**config.mk**
```make
export PLATFORM = sky130hd
export DESIGN_NAME = stream_fifo
export DESIGN_NICKNAME = d
export VERILOG_FILES = /design/src/rtl/fifo_pkg.sv /design/src/rtl/fifo_ptr.sv /design/src/rtl/stream_fifo.sv
export SDC_FILE = /design/constraint.sdc
export NUM_CORES = 1
export LEC_CHECK = 0
export CORE_MARGIN = 2
export CORE_UTILIZATION = 24
export CTS_BUF_LIST = sky130_fd_sc_hd__clkbuf_8
export CTS_CLUSTER_DIAMETER = 60
export DETAILED_ROUTE_END_ITERATION = 10
export PLACE_DENSITY_LB_ADDON = 0.05
export SYNTH_ARGS = -nofsm -noshare
export SYNTH_HDL_FRONTEND = slang
export SYNTH_SLANG_ARGS = --single-unit
```
**constraint.sdc**
```tcl
create_clock -name clk_i -period 3.2 [get_ports clk_i]
set_clock_uncertainty 0.05 [all_clocks]
set_input_delay 0.8 -clock clk_i [delete_from_list [all_inputs] [get_ports clk_i]]
set_output_delay 0.8 -clock clk_i [all_outputs]
set_load 0.02 [all_outputs]
```
**src/rtl/fifo_pkg.sv**
```systemverilog
// fifo_pkg: helpers shared by the FIFO family.
//   level_width  : bits needed to hold a fill level of 0..depth
//   ptr_width    : bits needed to index 0..depth-1
//   ptr_wrap_inc : pointer increment that wraps depth-1 -> 0 explicitly,
//                  so non power-of-two depths work.
package fifo_pkg;

  function automatic int unsigned level_width(input int unsigned depth);
    return $clog2(depth + 1);
  endfunction

  function automatic int unsigned ptr_width(input int unsigned depth);
    return (depth <= 2) ? 32'd1 : $clog2(depth);
  endfunction

  function automatic int unsigned ptr_wrap_inc(input int unsigned ptr,
                                               input int unsigned depth);
    return (ptr >= depth - 1) ? 32'd0 : ptr + 32'd1;
  endfunction

endpackage

```
**src/rtl/fifo_ptr.sv**
```systemverilog
// fifo_ptr: wrapping index register 0..DEPTH-1.
//   clk_i      rising-edge clock
//   reset_n_i  async active-low reset, pointer -> 0
//   clear_i    synchronous return to 0, wins over advance_i
//   advance_i  step by one, wrapping DEPTH-1 -> 0
//   ptr_o      current pointer
module fifo_ptr
  import fifo_pkg::*;
#(
  parameter int DEPTH = 8,
  localparam int PW   = ptr_width(DEPTH)
) (
  input  logic          clk_i,
  input  logic          reset_n_i,
  input  logic          clear_i,
  input  logic          advance_i,
  output logic [PW-1:0] ptr_o
);

  logic [PW-1:0] ptr_q, ptr_d;

  always_comb begin
    ptr_d = ptr_q;
    if (clear_i)        ptr_d = '0;
    else if (advance_i) ptr_d = PW'(ptr_wrap_inc(32'(ptr_q), DEPTH));
  end

  always_ff @(posedge clk_i or negedge reset_n_i) begin
    if (!reset_n_i) ptr_q <= '0;
    else            ptr_q <= ptr_d;
  end

  assign ptr_o = ptr_q;

endmodule

```
**src/rtl/stream_fifo.sv**
```systemverilog
// stream_fifo: single-clock first-word-fall-through FIFO, valid/ready on
// both sides, any DEPTH >= 2, all entries usable.
//   clk_i, reset_n_i       clock, async active-low reset
//   flush_i                synchronous discard of all entries
//   in_valid_i/in_ready_o/in_value_i     write side
//   out_valid_o/out_ready_i/out_value_o  read side (head word, no latency
//                                        beyond the push edge)
//   level_o                stored entry count 0..DEPTH
//   almost_full_o          level_o >= AFULL_LEVEL
//   almost_empty_o         level_o <= AEMPTY_LEVEL
//   overflow_o             sticky: write attempted while not ready
module stream_fifo
  import fifo_pkg::*;
#(
  parameter int VALUE_WIDTH  = 8,
  parameter int DEPTH        = 8,
  parameter int AFULL_LEVEL  = DEPTH - 1,
  parameter int AEMPTY_LEVEL = 1,
  localparam int LW          = level_width(DEPTH),
  localparam int PW          = ptr_width(DEPTH)
) (
  input  logic                   clk_i,
  input  logic                   reset_n_i,
  input  logic                   flush_i,
  input  logic                   in_valid_i,
  output logic                   in_ready_o,
  input  logic [VALUE_WIDTH-1:0] in_value_i,
  output logic                   out_valid_o,
  input  logic                   out_ready_i,
  output logic [VALUE_WIDTH-1:0] out_value_o,
  output logic [LW-1:0]          level_o,
  output logic                   almost_full_o,
  output logic                   almost_empty_o,
  output logic                   overflow_o
);

  // Parameter legality, caught at elaboration.
  if (DEPTH < 2) begin : g_bad_depth
    $fatal(1, "stream_fifo: DEPTH must be >= 2");
  end
  if (VALUE_WIDTH < 1) begin : g_bad_width
    $fatal(1, "stream_fifo: VALUE_WIDTH must be >= 1");
  end
  if (AFULL_LEVEL < 1 || AFULL_LEVEL > DEPTH) begin : g_bad_afull
    $fatal(1, "stream_fifo: AFULL_LEVEL must be in 1..DEPTH");
  end
  if (AEMPTY_LEVEL < 0 || AEMPTY_LEVEL > DEPTH - 1) begin : g_bad_aempty
    $fatal(1, "stream_fifo: AEMPTY_LEVEL must be in 0..DEPTH-1");
  end

  localparam logic [LW-1:0] LVL_FULL   = LW'(DEPTH);
  localparam logic [LW-1:0] LVL_AFULL  = LW'(AFULL_LEVEL);
  localparam logic [LW-1:0] LVL_AEMPTY = LW'(AEMPTY_LEVEL);

  logic [LW-1:0]          level_q, level_d;
  logic                   ovf_q, ovf_d;
  logic [PW-1:0]          wptr, rptr;
  logic                   push, pop;
  logic [VALUE_WIDTH-1:0] mem_q [DEPTH];

  // Ready only looks at the registered level and flush, so there is no
  // combinational path from out_ready_i: a full FIFO refuses a write even
  // when the same edge pops.
  assign in_ready_o  = (level_q != LVL_FULL) & ~flush_i;
  assign out_valid_o = (level_q != '0);

  assign push = in_valid_i & in_ready_o;
  assign pop  = out_valid_o & out_ready_i & ~flush_i;

  fifo_ptr #(.DEPTH(DEPTH)) u_wptr (
    .clk_i     (clk_i),
    .reset_n_i (reset_n_i),
    .clear_i   (flush_i),
    .advance_i (push),
    .ptr_o     (wptr)
  );

  fifo_ptr #(.DEPTH(DEPTH)) u_rptr (
    .clk_i     (clk_i),
    .reset_n_i (reset_n_i),
    .clear_i   (flush_i),
    .advance_i (pop),
    .ptr_o     (rptr)
  );

  always_comb begin
    level_d = level_q;
    // A flush cycle is not an overflow: in_ready_o is low only because of
    // the flush itself.
    ovf_d   = ovf_q | (in_valid_i & ~in_ready_o & ~flush_i);
    if (flush_i)          level_d = '0;
    else if (push && !pop) level_d = level_q + LW'(1);
    else if (pop && !push) level_d = level_q - LW'(1);
  end

  always_ff @(posedge clk_i or negedge reset_n_i) begin
    if (!reset_n_i) begin
      level_q <= '0;
      ovf_q   <= 1'b0;
    end else begin
      level_q <= level_d;
      ovf_q   <= ovf_d;
    end
  end

  // Storage carries no reset; only slots that are pushed get written, and a
  // push can only target a free slot, so unread data is never clobbered.
  always_ff @(posedge clk_i) begin
    if (push) mem_q[wptr] <= in_value_i;
  end

  assign out_value_o    = mem_q[rptr];
  assign level_o        = level_q;
  assign almost_full_o  = (level_q >= LVL_AFULL);
  assign almost_empty_o = (level_q <= LVL_AEMPTY);
  assign overflow_o     = ovf_q;

  a_level_bound: assert property (@(posedge clk_i) disable iff (!reset_n_i)
    level_q <= LVL_FULL);

endmodule

```
==> results.json <==
{
  "clock_latency_ns": 0.36,
  "rsz0062_at_grt": "no",
  "die_h_um": 122,
  "viasPerCell": 4.29,
  "cts_tree": "yes",
  "vias": 1863,
  "wl_per_cell_um": 17.9,
  "fin_crit_ns": 2.96,
  "drv_slew": 0,
  "crit_required_ns": 2.35,
  "initial_core_util": 0.243,
  "maxCapViolations": 0,
  "crit_type": "reg -> out",
  "holdBufCountCts": 0,
  "antenna_found_initial": 0,
  "cts_buffer_depth": 2,
  "ys_async_sr_fraction": 0.147,
  "hold_violations": 0,
  "drt-pass1-iter-count": 4,
  "port_buffers": 29,
  "synth.most_common_cell": "edfxtp_1",
  "drt_wl_total_um": 7780,
  "crit_fanout": 20,
  "final_nets": 270,
  "syn_to_final_growth_pct": 23.6,
  "placed_area_um2": 3980,
  "ant_nets": 0,
  "finalNonFillerCells": 434,
  "synthesis.instances": 198,
  "p_leak_nw": 1.47,
  "yosysTopAreaCell": "edfxtp_1",
  "synthesis.area_um2": 3350,
  "post-route-util": 0.301,
  "arrival_ns": 2.11,
  "overflow": 0,
  "tightestPinTransition_ns": 0.752,
  "clk_pin_slew_ns": 0.07,
  "drt_iter0_markers": 96,
  "grtUsageTotal": 0.116,
  "powerDensity_nw_per_um2": 559,
  "grt_pass1_vias": 1931,
  "fin_area_um2": 4140,
  "synth-main-ff-cell": "edfxtp_1",
  "antenna_cells": 0,
  "htreeDepth": 3,
  "ys_ff_latch": 75,
  "crit_path_end_kind": "primary output",
  "fillers": 1411,
  "dp.cells": 418,
  "relSlewSlack": 0.499,
  "synth_edf_count": 64,
  "yosysUniqueCellTypes": 41,
  "drive_gt1_frac": 0.217,
  "clock-sinks": 75,
  "place_hpwl_um": 5110,
  "place_congestion": 0.736,
  "ys_top_cells_by_count": "64 x edfxtp_1, 13 x nand2_1, 11 x dfrtp_1, 9 x mux4_1, 9 x nor3_1",
  "ys_seq_area_frac": 0.655,
  "clock-root-buffer": "clkbuf_8",
  "fp.dieArea_um2": 14900,
  "dp_slack_ns": 0.326,
  "critPathLaunchType": "flop",
  "final.period_utilization": 0.924,
  "fp.coreArea_um2": 13800,
  "min_path_type": "reg -> reg",
  "fin_ws_ns": 0.243,
  "grt_max_degree": 21,
  "status": "finished clean",
  "syn-num-nets": 219,
  "ys_warn_count": 0,
  "cts_buffers": 9,
  "placementRows": 43,
  "setup_viol_count_final": 0,
  "yosys-top-cells-area": "edfxtp_1 57%, dfrtp_1 8.2%, mux4_1 7.1%",
  "drc_errors": 0,
  "tns_ns": 0,
  "synth_top_area_share": 0.573,
  "grt_pass1_wl_um": 11800,
  "fp.dieW_um": 122,
  "io_pins": 30,
  "syn_avg_cell_area_um2": 16.9,
  "vdd_drop_max_v": 0.000164,
  "max_freq_ghz": 0.338
}
[layer usage]
layer | vias up | GRT usage | wire length (µm)
met5 | - | 0 | 0
met4 | 0 | 0.0453 | 137
met3 | 10 | 0.0449 | 307
met2 | 30 | 0.179 | 3710
met1 | 932 | 0.146 | 3630
li1 | 891 | - | -
[worst paths after layout]
kind / startpoint / end / slack, ns / depth (start not counted)
max: u_rptr.ptr_o[0] / out_value_o[1] / 0.24 / 4
min: overflow_o / overflow_o / 0.44 / 1
max reg2reg: level_o[0] / mem_q[1][5] / 1.18 / 7
min reg2reg: overflow_o / overflow_o / 0.44 / 1
max in group asynchronous: reset_n_i / u_wptr.ptr_o[0] / 1.86 / 1
min in group asynchronous: reset_n_i / overflow_o / 0.80 / 1
[state kept, by name, summed over array words and instances, names as in the netlist]
| signal | flops |
|---|---|
| level_o | 4 |
| mem_q | 64 |
| overflow_o | 1 |
| u_rptr.ptr_o | 3 |
| u_wptr.ptr_o | 3 |
[final cells by class]
cell class,count,area [µm²],share of cell area
multi-input cells,109,1080,0.260
clock buffers,11,151,0.0366
well taps,180,225,0.0544
clock inverters,5,23.8,0.00574
flip-flops and latches,75,2200,0.531
repair buffers,50,450,0.109
inverters,4,15.0,0.00363
[per-stage QoR]
step / hold slack (ns) / total power (W)
2_1_floorplan: 0.454 / 0.00150
3_3_place_gp: 0.422 / 0.00172
3_5_place_dp: 0.427 / 0.00171
4_1_cts: 0.450 / 0.00237
5_1_grt: 0.491 / 0.00245
6_report: 0.438 / 0.00232
[cell usage in the layout (no fill, tap or decap), drive strengths merged, types with 4 or more instances in the layout]
cell	instances
nand3	4
mux2	9
dlygate4sd2	8
nand2b	6
clkbuf	11
dfrtp	11
edfxtp	64
ha	8
clkdlybuf4s50	21
inv	7
buf	21
mux4	16
nor2	8
o21ai	4
nand2	13
nor3	9
a21oi	6
[report_power, final]
group / total [W] / internal (W) / switching [W]
clock network: 0.000650 / 0.000314 / 0.000336
logic: 0.000525 / 0.000260 / 0.000265
registers: 0.00114 / 0.00110 / 0.0000388
[cell families (layout without fill, tap and decap cells)]
group                      Yosys count  count (layout)  synth area share
AOI/OAI and AO/OA                   22              22            0.0455
xor gates and xnor gates             3               3           0.00784
adders and majority gates            8               8            0.0299
buffers and inverters               14              70            0.0246
DFF                                 75              75             0.655
muxes                               28              28             0.165
and+or+nand+nor                     48              48            0.0720
[critical path: stages, from the launching register on]
cell and delay (ns):
dfrtp_1 0.37, buf_12 0.20, mux4_1 0.56, mux2_4 0.28, dlygate4sd2_1 0.32
[what timing repair did]
item / 4_1_cts / 5_1_grt
resized for setup: 8 / 0
buffers inserted: 0 / 0
endpoints found under the setup margin: 8 / 0
Note: power is estimated with default switching activity, not from simulation.
==> RTL edit 1, RTL diff (config.mk and constraints unchanged) <==
`VALUE_WIDTH`: 8 -> 7.
--- a/src/rtl/stream_fifo.sv
+++ b/src/rtl/stream_fifo.sv
@@ -12,7 +12,7 @@
 module stream_fifo
   import fifo_pkg::*;
 #(
-  parameter int VALUE_WIDTH  = 8,
+  parameter int VALUE_WIDTH  = 7,
   parameter int DEPTH        = 8,
   parameter int AFULL_LEVEL  = DEPTH - 1,
   parameter int AEMPTY_LEVEL = 1,
Interface: changed (resized in_value_i and out_value_o); port bits go from 30 to 28. No check against the original RTL was run, so the function may have changed too.
==> RTL edit 1 against the original RTL <==
  * Synthesized cell count shrank 5.6%
  * Routed wire length shrank 12%
  * Area after synthesis shrank 9.0%
  * Sequential cell count shrank 8
  * Power shrank 2.0%
  * Global-route usage shrank 0.69 points
  * First-iteration DRC count grew 7.3%
  * Design area shrank 7.8%
  * Worst setup slack lost 0.13 ns
==> RTL edit 1: results (changes against the original RTL) <==
run_status:
  status: "complete, no violations"  # unchanged
final_layout:
  drive_above_1_share_pct: 21.6  # was 21.7%
  top_regs: "mem_q: 56 flops, level_o: 4 flops"  # was mem_q: 64 flops, level_o: 4 flops
critical_path:
  rr_endpoint: "mem_q[0][2]"  # was mem_q[1][5]
  cp_max_fo: 7  # was 20
  rr_worst_depth: 6  # was 7
drt:
  wire_per_inst_um: 16.8  # was 17.9 um
  routed_wirelength_mm: 6.85  # was 7.78 mm
  drt_iter0_drc: 103  # was 96
  viasPerCell: 4.35  # was 4.29
global_route:
  grt_usage_pct: 10.9  # was 11.6%
  grt_pass1_vias: 1789  # was 1931
  grt_pass1_wl_mm: 10.6  # was 11.8 mm
power_and_ir_drop:
  p_leak_uw: 0.00140  # was 0.00147 uW
  combPwrFrac_pct: 21.8  # was 22.7%
  cell_internal_pwr_uw: 1660  # was 1680 uW
  powerClk_uw: 745  # was 650 uW
  p_switching_uw: 605  # was 640 uW
clock_network:
  insertion_delay_ns: 0.34  # was 0.36 ns
placement:
  io_buffer_count: 27  # was 29
  pre_cts_ws_ns: 0.101  # was 0.326 ns
  placed_cells: 393  # was 418
yosys:
  synth_edf_count: 56  # was 64
  synth_common_cells: "56 x edfxtp_1, 13 x nand2_1, 11 x dfrtp_1, 9 x nor3_1"  # was 64 x edfxtp_1, 13 x nand2_1, 11 x dfrtp_1, 9 x mux4_1, 9 x nor3_1
  syn_nets: 207  # was 219
  synth_seq_area_share_pct: 64.2  # was 65.5%
  synth_cell_type_count: 43  # was 41
sta:
  slew_headroom_pct: 54.2  # was 49.9%
## RTL edit 1: cell count changes after synthesis
cell      before  now
buf_1          0    1
mux2_2         2    1
mux4_1         9    7
buf_4          0    1
buf_2          5    3
edfxtp_1      64   56
o21ai_0        3    2
a21oi_1        5    6
## RTL edit 1: worst max-delay path: stages, from the launching register on
cell and delay (ns):
dfrtp_1 0.51, inv_1 0.13, ha_1 0.29, nor2b_2 0.21
a21oi_1 0.15, clkdlybuf4s50_1 0.62
## RTL edit 1: routing by layer
metal | wire (um) | global-route usage (%)
met1 | 3180 | 15.3
met2 | 3350 | 16.6
met3 | 233 | 2.18
met4 | 94 | 4.24
met5 | 0 | 0
## RTL edit 1: worst max path at each step
stage | end | cells past startpoint | slack, ns
final | in_ready_o | 5 | 0.11
after CTS | out_value_o[5] | 4 | 0.02
after floorplan | mem_q[1][0] | 6 | 0.80
after global routing | in_ready_o | 5 | 0.02
after global placement | mem_q[0][4] | 5 | 0.15
after detailed placement | mem_q[0][5] | 5 | 0.10
## RTL edit 1: cells by family after synthesis
group / count (synthesis) / synth area share (%)
AND/OR/NAND/NOR: 48 / 7.92
XOR/XNOR: 3 / 0.862
buffers and inverters: 14 / 2.75
flip-flops: 67 / 64.2
AO/OA/AOI/OAI: 22 / 5.01
multiplexers: 25 / 16.0
adder cells (fa/ha/maj): 8 / 3.28
## RTL edit 1: layout make-up
class	count	area (um^2)	area share, %
clock buffer	9	124	3.24
clock inverter	6	82.6	2.16
inverter	4	15.0	0.393
multi-input combinational	106	1010	26.5
sequential	67	1960	51.2
tap	172	215	5.63
timing repair buffer	44	415	10.9
## RTL edit 1: repair_timing
action	CTS	global route
resized for setup	2	7
hold buffers	0	0
setup endpoints to repair	5	7
cloned	0	0
==> RTL edit 2, RTL diff (same settings) <==
Without the edit above. Reset style: synchronous (`reset_n_i`), changed in 2 clocked blocks. Comments in the files are not updated.
--- a/src/rtl/fifo_ptr.sv
+++ b/src/rtl/fifo_ptr.sv
@@ -25,7 +25,7 @@
     else if (advance_i) ptr_d = PW'(ptr_wrap_inc(32'(ptr_q), DEPTH));
   end
 
-  always_ff @(posedge clk_i or negedge reset_n_i) begin
+  always_ff @(posedge clk_i) begin
     if (!reset_n_i) ptr_q <= '0;
     else            ptr_q <= ptr_d;
   end
--- a/src/rtl/stream_fifo.sv
+++ b/src/rtl/stream_fifo.sv
@@ -93,7 +93,7 @@
     else if (pop && !push) level_d = level_q - LW'(1);
   end
 
-  always_ff @(posedge clk_i or negedge reset_n_i) begin
+  always_ff @(posedge clk_i) begin
     if (!reset_n_i) begin
       level_q <= '0;
       ovf_q   <= 1'b0;
Formal check against the unedited RTL: differs if reset_n_i is asserted again (counterexample within 4 cycles, from zero or initial values and one cycle with reset_n_i low); with reset_n_i held inactive, the same outputs for 10 cycles.
==> RTL edit 2 against the original RTL <==
  * Die area is 3.0% lower
  * Worst setup slack worse by 0.18 ns
  * Global-route usage is 0.99 points lower
  * Sequential cell count is 3 higher
  * Synthesized cell count is 6.1% lower
  * Highest routed layer unchanged
  * Design area is 1.7% lower
  * Non-clock buffer count is 9 lower
  * Routed wire length is 8.6% lower
  * Area after synthesis is 3.1% lower
  * Fmax is 5.8% lower
Power is not compared: it rests on default switching activity, and its combinational part moved more than twofold at a synthesized area within 25%.
==> RTL edit 2: results (changes against the original RTL) <==
run_status:
  status: "complete, no violations"  # unchanged
global_route:
  grt_max_degree: 17  # was 21
  grt_pass1_wl_mm: 10.9  # was 11.8 mm
  grt_pass1_vias: 1963  # was 1931
  grt_usage_pct: 10.6  # was 11.6%
  antenna_found_initial: 0  # unchanged
drt:
  wire_per_inst_um: 17.2  # was 17.9 um
  dr.pass1.iters: 4  # unchanged
  drt_iter0_drc: 122  # was 96
  viasPerCell: 4.31  # was 4.29
sta:
  slew_headroom_pct: 60.5  # was 49.9%
power_and_ir_drop:
  p_leak_uw: 0.00142
  cell_internal_pwr_uw: 1700
  peakVddDrop_uv: 224
  seq_power_share_pct: 51.9
clock_network:
  clockBufferDepth: 2  # unchanged
  clkTransAtPathRegs_ns: 0.08
  cts-root-buf: "clkbuf_8"  # unchanged
  cts_buffers: 9  # unchanged
  post_cts_buffers: 0  # unchanged
  insertion_delay_ns: 0.36  # about the same
  cts_htree_levels: 3  # unchanged
final_layout:
  antenna_cells: 0  # unchanged
  final_nets: 254  # was 270
  drive_above_1_share_pct: 16.5  # was 21.7%
  top_regs: "mem_q: 64 flops, level_o: 4 flops"  # unchanged
placement:
  dp_hpwl_mm: 4.49  # was 5.11 mm
  io_buffer_count: 29  # unchanged
  routabilityCongestion: 0.804  # was 0.736
yosys:
  ys_warn_count: 0  # unchanged
  synthArstFlopShare_pct: 0  # was 14.7%
  yosysTopAreaCellShare_pct: 59.1  # was 57.3%
  syn_nets: 208  # was 219
  synth_common_cells: "64 x edfxtp_1, 15 x mux4_1, 14 x dfxtp_1"  # was 64 x edfxtp_1, 13 x nand2_1, 11 x dfrtp_1, 9 x mux4_1, 9 x nor3_1
  synth_cell_type_count: 31  # was 41
  synth_seq_area_share_pct: 67.8  # was 65.5%
  synth_edf_count: 64  # unchanged
  synth_area_leaders: "edfxtp_1 59%, mux4_1 12%, dfxtp_1 8.6%, ha_1 3.5%, mux2_2 3.1%"  # was edfxtp_1 57%, dfrtp_1 8.2%, mux4_1 7.1%, mux4_2 4.7%, mux2_4 3.1%
critical_path:
  cp_max_fo: 16  # was 20
  arrival_ns: 2.29  # was 2.11 ns
min_path:
  hold_class: "flop to flop"  # unchanged
flow_run:
  maxCapViolations: 0  # unchanged
[RTL edit 2: changes by cell type after synthesis, moves of 4 or more]
cell	before	now
a21oi_1	5	9
buf_2	5	1
dfrtp_1	11	0
dfxtp_1	0	14
mux2_2	2	9
mux2_4	7	0
mux4_1	9	15
mux4_2	7	1
nand2_1	13	4
nor3_1	9	5
o21ai_0	3	7
[RTL edit 2: layout make-up]
class	instances	area (um^2)
clock inverter	7	111
inverter	6	22.5
clock buffer	9	124
tap	176	220
timing repair buffer	41	408
multi-input combinational	96	982
sequential	78	2200
fill	1323	9170
[RTL edit 2: per-layer routing]
layer | vias up | part of all wire (%) | track usage, %
met2 | 36 | 52 | 18.5
met1 | 901 | 43 | 12.2
met5 | - | 0 | 0
li1 | 837 | - | -
met3 | 8 | 3.2 | 2.03
met4 | 0 | 1.8 | 5.67
[RTL edit 2: logic make-up (layout without fill, tap and decap cells)]
family,count (synthesis),count (layout),share of synthesized area (%)
AOI/OAI and AO/OA,17,17,2.66
xor gates and xnor gates,2,2,0.539
adders and majority gates,9,9,3.47
buffers and inverters,12,63,2.16
DFF,78,78,67.8
muxes,27,27,16.6
and+or+nand+nor,41,41,6.85
[RTL edit 2: timing repair]
action,4_1_cts,5_1_grt
pin swaps,0,0
setup endpoints to repair,1,6
cloned,0,0
hold buffers,0,0
gates resized for setup,1,6
[RTL edit 2: worst max-delay path, cell delays in order (launching register included)]
cell	delay (ns)
dfxtp_1	0.36
buf_12	0.19
mux4_1	0.56
mux2_2	0.27
clkdlybuf4s50_1	0.54
[RTL edit 2: per-stage QoR]
stage / power, uW / utilization (%) / setup WS (ns) / std cells / cell area [um^2]
after floorplan: 1220 / - / 0.595 / 186 / 3250
after global placement: 1300 / 28.8 / 0.176 / 397 / 3810
after detailed placement: 1300 / 28.8 / 0.128 / 397 / 3810
after CTS: 2170 / 30.6 / 0.00826 / 413 / 4060
after global routing: 2230 / 30.7 / 0.000405 / 413 / 4070
final: 2150 / 30.7 / 0.0617 / 413 / 4070
[RTL edit 2: worst paths after layout]
path | startpoint | endpoint | slack [ns] | depth (start not counted)
setup / recovery | flop | out_value_o[4] | 0.06 | 4
hold / removal | overflow_o | overflow_o | 0.47 | 2
setup reg to reg | level_o[0] | level_o[3] | 0.57 | 8
hold reg to reg | overflow_o | overflow_o | 0.47 | 2
[RTL edit 2: power groups by stage]
stage	logic [uW]	clock network, uW	registers (uW)
final	159	874	1120
after global routing	173	938	1120
after CTS	164	895	1120
after detailed placement	162	0	1140
after global placement	159	0	1140
after floorplan	83.4	0	1140
